## src/rtl/acia_pkg.sv

```systemverilog
// acia_pkg: shared FSM states and ACIA register constants
package acia_pkg;
  typedef enum logic [2:0] {INIT_MR, INIT_CFG, IDLE, POLL, CHECK, SEND} state_t;
  localparam logic [7:0] ACIA_MRST = 8'h03;
  localparam int STAT_TXE_BIT = 1;
  localparam int STAT_RXF_BIT = 0;
endpackage

```

## src/rtl/acia_fifo.sv

```systemverilog
// acia_fifo: synchronous byte FIFO with wrap-bit pointers
module acia_fifo #(
  parameter int DEPTH = 16
) (
  input  logic       clk,
  input  logic       rst_n,
  input  logic       push,
  input  logic [7:0] din,
  input  logic       pop,
  output logic [7:0] dout,
  output logic       full,
  output logic       empty
);
  localparam int AW = $clog2(DEPTH);
  logic [7:0] mem [DEPTH];
  logic [AW:0] wp, rp;
  assign empty = wp == rp;
  assign full = (wp[AW] != rp[AW]) && (wp[AW-1:0] == rp[AW-1:0]);
  assign dout = mem[rp[AW-1:0]];
  always_ff @(posedge clk or negedge rst_n)
    if (!rst_n) begin
      wp <= '0;
      rp <= '0;
    end else begin
      if (push && !full) wp <= wp + (AW+1)'(1);
      if (pop && !empty) rp <= rp + (AW+1)'(1);
    end
  always_ff @(posedge clk)
    if (push && !full) mem[wp[AW-1:0]] <= din;
endmodule

```

## src/rtl/acia_tx_sched.sv

```systemverilog
// acia_tx_sched: two-requester round-robin byte scheduler feeding an ACIA transmitter
module acia_tx_sched import acia_pkg::*; #(
  parameter int         DEPTH    = 16,
  parameter logic [7:0] CFG_WORD = 8'h00
) (
  input  logic       clk,
  input  logic       rst_n,
  input  logic [7:0] req0_dat,
  input  logic       req0_vld,
  output logic       req0_rdy,
  input  logic [7:0] req1_dat,
  input  logic       req1_vld,
  output logic       req1_rdy,
  output logic       acia_cs,
  output logic       acia_we,
  output logic       acia_rs,
  output logic [7:0] acia_din,
  input  logic [7:0] acia_dout,
  output logic       init_done,
  output logic       busy
);
  state_t state, state_nx;
  logic grant, grant_nx, ptr;
  logic cs, we, rs, pop0, pop1;
  logic [7:0] din, head0, head1;
  logic full0, full1, empty0, empty1;
  logic unused_dout;
  assign unused_dout = ^acia_dout;
  assign req0_rdy = init_done & ~full0;
  assign req1_rdy = init_done & ~full1;
  acia_fifo #(.DEPTH(DEPTH)) u_fifo0 (
    .clk(clk), .rst_n(rst_n), .push(req0_vld & req0_rdy), .din(req0_dat), .pop(pop0),
    .dout(head0), .full(full0), .empty(empty0)
  );
  acia_fifo #(.DEPTH(DEPTH)) u_fifo1 (
    .clk(clk), .rst_n(rst_n), .push(req1_vld & req1_rdy), .din(req1_dat), .pop(pop1),
    .dout(head1), .full(full1), .empty(empty1)
  );
  always_comb begin
    state_nx = state;
    cs = 1'b0;
    we = 1'b0;
    rs = 1'b0;
    din = 8'h00;
    pop0 = 1'b0;
    pop1 = 1'b0;
    grant_nx = empty0 ? 1'b1 : (empty1 ? 1'b0 : ptr);
    case (state)
      INIT_MR: begin
        {cs, we} = 2'b11;
        din = ACIA_MRST;
        state_nx = INIT_CFG;
      end
      INIT_CFG: begin
        {cs, we} = 2'b11;
        din = CFG_WORD;
        state_nx = IDLE;
      end
      IDLE: state_nx = (empty0 && empty1) ? IDLE : POLL;
      POLL: begin
        cs = 1'b1;
        state_nx = CHECK;
      end
      CHECK: state_nx = acia_dout[STAT_TXE_BIT] ? SEND : POLL;
      SEND: begin
        {cs, we, rs} = 3'b111;
        din = grant ? head1 : head0;
        pop0 = ~grant;
        pop1 = grant;
        state_nx = IDLE;
      end
      default: state_nx = INIT_MR;
    endcase
  end
  // Bus strobes are gated by rst_n so they drop the instant reset asserts.
  assign acia_cs = rst_n & cs;
  assign acia_we = rst_n & we;
  assign acia_rs = rst_n & rs;
  assign acia_din = {8{rst_n}} & din;
  assign busy = rst_n & (~empty0 | ~empty1 | (state != IDLE));
  always_ff @(posedge clk or negedge rst_n)
    if (!rst_n) begin
      state <= INIT_MR;
      grant <= 1'b0;
      ptr <= 1'b0;
      init_done <= 1'b0;
    end else begin
      state <= state_nx;
      if (state == IDLE) grant <= grant_nx;
      if (state == SEND) ptr <= ~grant;
      if (state == INIT_CFG) init_done <= 1'b1;
    end
endmodule

```

## config.mk

```make
export PLATFORM = sky130hd
export DESIGN_NAME = acia_tx_sched
export DESIGN_NICKNAME = d
export VERILOG_FILES = /design/src/rtl/acia_pkg.sv /design/src/rtl/acia_fifo.sv /design/src/rtl/acia_tx_sched.sv
export SDC_FILE = /design/constraint.sdc
export NUM_CORES = 1
export LEC_CHECK = 0
export BUFFER_PORTS_ARGS = -buffer_cell sky130_fd_sc_hd__buf_2
export CORE_MARGIN = 1
export CORE_UTILIZATION = 50
export DETAILED_ROUTE_END_ITERATION = 10
export HOLD_SLACK_MARGIN = 0.02
export PLACE_DENSITY = 0.68
export SETUP_SLACK_MARGIN = 0.4
export SLEW_MARGIN = 20
export SYNTH_ARGS = -nofsm -noshare
export SYNTH_HDL_FRONTEND = slang
export SYNTH_SLANG_ARGS = --single-unit
export TNS_END_PERCENT = 20
```

## constraint.sdc

```tcl
create_clock -name clk -period 2 [get_ports clk]
set_clock_uncertainty 0.05 [all_clocks]
set_input_delay 0 -clock clk [delete_from_list [all_inputs] [get_ports clk]]
set_output_delay 0 -clock clk [all_outputs]
set_load 0.01 [all_outputs]
```

# Word level (Yosys, flattened, before mapping)
# Memory sizes are Yosys's and may differ from the RTL's.
# Cells that the tools add are included.
# word_totals
mem_bits_rw	256
elab_cells	73
input_bits	28
register_bits	26
mem_count	2
# op_classes
n_addsub	4
reduce_logical	15
mux	16
bitwise_logic	16
eq_ne	12
# memory_table
name	depth	word_bits	rd	rd_clocked_by_memory_dff	wr	line	rtl
u_fifo0.mem	16	8	1	0	1	acia_fifo.sv:15	logic [7:0] mem [DEPTH];
u_fifo1.mem	16	8	1	0	1	acia_fifo.sv:15	
# ops
operator	n
adder 5 x 1 -> 5 bit (second input constant)	4
case mux 8 bit (2 select lines)	1
case mux 3 bit (5 select lines)	1
2-to-1 mux 1 bit	12
== test 5 bit	2
bitwise AND 1 bit	8
bitwise AND 8 bit	1
== test 4 bit	2
2-to-1 mux 8 bit	1
logical AND 1 bit	7
== test 3 x 2 -> 1 bit (second input constant)	2
== test 3 bit (second input constant)	2
NOT 1 bit	5
logical NOT 1 bit	4
OR reduction 4 bit	1
== test 3 x 1 -> 1 bit (second input constant)	1
logical NOT 3 bit	1
2-to-1 mux 3 bit	1
inequality test 3 x 2 -> 1 bit (second input constant)	1
OR reduction 3 bit	1
inequality test 1 bit	2
OR 1 bit	2
OR reduction 2 bit	1

# Longest topological paths before layout
# logic_depth
depth_word	8
ltp_mapped	8

# By module
# Synthesis repeated with hierarchy kept, for this count alone.
# unflattened
cells_unflattened	622
hier_area_um2	11674.9
# by_module_without_submodules
module	seq_area_each_um2	area_each_um2	n_inst	cells_each
acia_fifo (u_fifo1)	4093.9	5585.4	1	277
acia_fifo (u_fifo0)	4093.9	5576.6	1	283
acia_tx_sched	150.1	513.0	1	62

# Worst setup path before layout
# Ideal clock, no wire load.
# synth_timing
path_type	reg-to-reg
start	register u_fifo1.rp[1]
end	memory u_fifo1.mem[4][0], enable pin
n_path_buf	1
setup_ns	0.332
required_ns	1.618
stages_incl_launch_ff	6
setup_slack_ns	-0.146
arrival_ns	1.764
period_less_slack_ns	2.146
path_cell_list	dfrtp_1 > buf_4 > xor2_1 > nor4_4 > a2111oi_0 > and2_1
# synth_via
elab_chain_len	8
word_cells_on_any_way	9
# synth_rtl
item	line	rtl
from (decl)	acia_fifo.sv:16	logic [AW:0] wp, rp;
from (signal assigned)	acia_fifo.sv:26	if (pop && !empty) rp <= rp + (AW+1)'(1);
== test 4 bit (*)	acia_fifo.sv:18	assign full = (wp[AW] != rp[AW]) && (wp[AW-1:0] == rp[AW-1:0]);
logical AND 1 bit (*)	acia_fifo.sv:18	
NOT 1 bit	acia_tx_sched.sv:30	assign req1_rdy = init_done & ~full1;
bitwise AND 1 bit	acia_tx_sched.sv:30	
bitwise AND 1 bit	acia_tx_sched.sv:36	.clk(clk), .rst_n(rst_n), .push(req1_vld & req1_rdy), .din(req1_dat), .pop(pop1),
logical AND 1 bit (*)	acia_fifo.sv:29	if (push && !full) mem[wp[AW-1:0]] <= din;
2-to-1 mux 1 bit (*)	acia_fifo.sv:29	
2-to-1 mux 1 bit (implied by the code) (*)	acia_fifo.sv:29	
to (decl)	acia_fifo.sv:15	
# Mark *: on every way between the ends. The rest lies on a longest branch, timed or not.

# Final worst setup path
# layout_timing
start	register u_fifo1.rp[0]
end	output port acia_din[0]
# layout_via
elab_chain_len	4
# layout_rtl
item	line	rtl
memory read (16 x 8 bit)	n/a	
2-to-1 mux 8 bit	acia_tx_sched.sv:67	din = grant ? head1 : head0;
case mux 8 bit (2 select lines)	acia_tx_sched.sv:48	case (state)
bitwise AND 8 bit	acia_tx_sched.sv:79	assign acia_din = {8{rst_n}} & din;
to (decl)	acia_tx_sched.sv:17	output logic [7:0] acia_din,
# Every way passes these cells.

==> metrics.txt <==
Least-Margin Pin Slew=around 0.82 ns; crit path kind=flop to output pin; commonest non-fill, non-tap cells in the layout=edfxtp_1 (256), mux4_2 (57), buf_4 (43); Final setup viols=between 200 and 300; WL/cell=23.1 um; fin worst setup slack=-0.572 ns; CP bufs+invs=2; H-Tree Depth=1; clk buf depth=3; starting density of the core=51.2%; worst path cell trace=bufbuf_16 -> mux4_2 -> nor2_1 -> or4_4 -> a41oi_2 -> buf_2; Seq cells post-synth=approximately 280; status=finished with violations; die area=23,900 um^2; post-DP HPWL=15.8 mm; Slew HR=between 40% and 50%; via count=6,173; CP top delay family=simple AND/OR/NAND/NOR gates; violated checks=setup timing; multi-input logic area=3550 um^2; die height=155 um; Critical Path RT=slightly below 2 ns; Post-synth EDFFs=256; final count of pins violating max slew=0; Mapped Nets=648; vias per std cell=5.74; TritonCTS Buffers=27; CP max stage delay=0.52 ns; layout cells sized above 1=40.0%; Net Sw Frac=30.2%; PwrDens=1390 nW/um^2; Cells after Synth=610; sequential share of power=37.3%; crit path max fanout=6; DR DRC count=0; Synth cell types=56; ANT nets after route=0; first-pass GRT wire length=38.1 mm; initial antenna violation count=0; Sink Count=282; Rows=55; max cap viols=0; global placement routability congestion=a little under 0.8; Reg clk slew, reported paths=0.07 ns; Final #Nets=781; Setup crit end kind=output pin; die width=between 150 and 200 um; Async S/R FF share, synth=9.22%; largest net degree at the start of global routing=29; GR Overflow Total=0; r2r setup slk=-0.22 ns; Seq/Total Area, Yosys=71.5%; drt pass-1 iters=5; via count of the first global-routing pass=6,542; Top FF cell, synth=edfxtp_1; RSZ-0062 raised after global routing=yes; clk root buf=clkbuf_16; Tcrit/Tclk final=129%; I/O pins=43; f_max=389 MHz; fin util=a little under two thirds; Core ar.=around 23,000 um^2; Net Switching=around 0.006 W; clock group share of total power=25.8%; number of diodes=0; crit path DAT=roughly 2.5 ns; # fillers=1,533; area grow syn2layout=24.8%; syn_area_per_cell=19.1 um^2; Worst setup SP type=flop; fin crit period=2.57 ns; peak supply drop=~0.97 mV; Int Pwr=0.0141 W; CTS tree=done; combinational share of power=around 37%; clk_lat worst skew=0.53 ns; IO buf count=35; Setup TNS=-47.25 ns; Reg area=8340 um^2; LEAKAGE=5.04 nW; post-synth design cell area=11,700 um^2; WL final=roughly 25 mm; Critical-path top delay cell=or4_4; Synth warnings=0; Total GRT Usage=21.2%; Iter 0 DRT Violations=between 400 and 500; commonest non-fill, non-tap cell in the layout=edfxtp_1; Worst Hold Class=primary input to asynchronous set/reset pin; Final Hold Vio Count=0; total power=about 0.020 W
[cell families after synthesis]
family                     synth area share (%)
buffers and inverters                      2.12
DFF                                        71.5
AOI/OAI and AO/OA                          5.66
adders and majority gates                  1.07
muxes                                      12.9
and+or+nand+nor                            4.69
xor gates and xnor gates                   2.09
[through the flow]
step | instance area [um^2] | hold slack, ns | cells | setup slack (ns)
final | 14600 | 0.0574 | 1076 | -0.572
after global routing | 14600 | 0.0843 | 1076 | -0.651
after CTS | 14400 | 0.0367 | 1069 | -0.587
after detailed placement | 12800 | -0.00633 | 988 | -0.182
after global placement | 12800 | -0.0113 | 988 | -0.175
after floorplan | 11800 | -0.346 | 610 | 0.0438
[worst min-delay path: stages]
cell	delay (ns)
dlygate4sd3_1	0.53
buf_2	0.11
buf_4	0.15
buf_12	0.20
[power groups by stage]
stage	Combinational [W]	Clock [W]	Sequential [W]
6_report	0.00746	0.00521	0.00752
5_1_grt	0.00793	0.00551	0.00757
4_1_cts	0.00706	0.00527	0.00749
3_3_place_gp	0.00599	0	0.00755
2_1_floorplan	0.00411	0	0.00753
3_5_place_dp	0.00614	0	0.00758
[synth_stat cells (all sizes together), types with 2 or more instances]
master | number | area, um^2
a2111oi | 11 | 171
a211oi | 4 | 30.0
a21boi | 3 | 22.5
a21oi | 6 | 33.8
a221oi | 12 | 105
a22o | 12 | 105
a22oi | 3 | 22.5
a31oi | 2 | 12.5
and2 | 28 | 175
and3 | 2 | 12.5
and4 | 7 | 61.3
buf | 19 | 144
clkbuf | 13 | 51.3
dfrtp | 26 | 651
edfxtp | 256 | 7690
ha | 10 | 125
inv | 14 | 52.6
mux2 | 6 | 67.6
mux2i | 15 | 150
mux4 | 57 | 1280
nand2 | 15 | 56.3
nand2b | 4 | 25.0
nand3 | 4 | 20.0
nand4 | 4 | 25.0
nor2 | 9 | 33.8
nor2b | 9 | 56.3
nor3 | 3 | 15.0
nor3b | 2 | 15.0
o211ai | 2 | 15.0
o21a | 2 | 15.0
o21ai | 4 | 20.0
o22a | 2 | 17.5
o22ai | 6 | 37.5
xnor2 | 15 | 131
xor2 | 12 | 113
[area by class of cell]
cell class | count | area share [%]
clock inverter | 17 | 1.48
clock buffer | 32 | 4.77
tap | 313 | 2.69
inverter | 14 | 0.361
multi-input combinational | 282 | 24.4
sequential | 282 | 57.3
timing repair buffer | 136 | 9.06
[state kept, by name (all words and copies together) (netlist names), 3 cells and up]
signal	count
state	3
u_fifo0.mem	128
u_fifo0.rp	5
u_fifo0.wp	5
u_fifo1.mem	128
u_fifo1.rp	5
u_fifo1.wp	5
[what timing repair did]
action                                  in CTS  in global routing
gates cloned                                 2                  3
pin swaps                                   42                 19
endpoints found under the hold margin      286                  0
gates resized for setup                     69                 16
hold buffers                                20                  0
endpoints found under the setup margin     290                292
buffers inserted                            10                  4
[final timing paths]
| check | from | endpoint | cells after the start |
|---|---|---|---|
| max in group asynchronous | rst_n | u_fifo1.rp[0]$_DFFE_PN0P_ | 4 |
| min reg2reg | ptr$_DFFE_PN0P_ | ptr$_DFFE_PN0P_ | 1 |
| min | rst_n | state[2]$_DFF_PN0_ | 4 |
| max reg2reg | u_fifo0.rp[0]$_DFFE_PN0P_ | u_fifo0.mem[9][6]$_DFFE_PP_ | 7 |
| max | u_fifo1.rp[0]$_DFFE_PN0P_ | acia_din[0] | 6 |
| min in group clk | req1_vld | u_fifo1.wp[2]$_DFFE_PN0P_ | 4 |
[layer usage]
| metal | up-vias | track usage (%) | wire [um] |
|---|---|---|---|
| met5 | - | 0 | 0 |
| met4 | 0 | 4.43 | 406 |
| met3 | 32 | 2.75 | 1050 |
| met2 | 163 | 38.7 | 13500 |
| met1 | 3235 | 27.1 | 9980 |
| li1 | 2743 | - | - |
No activity file was read; power rests on OpenSTA's default activity.
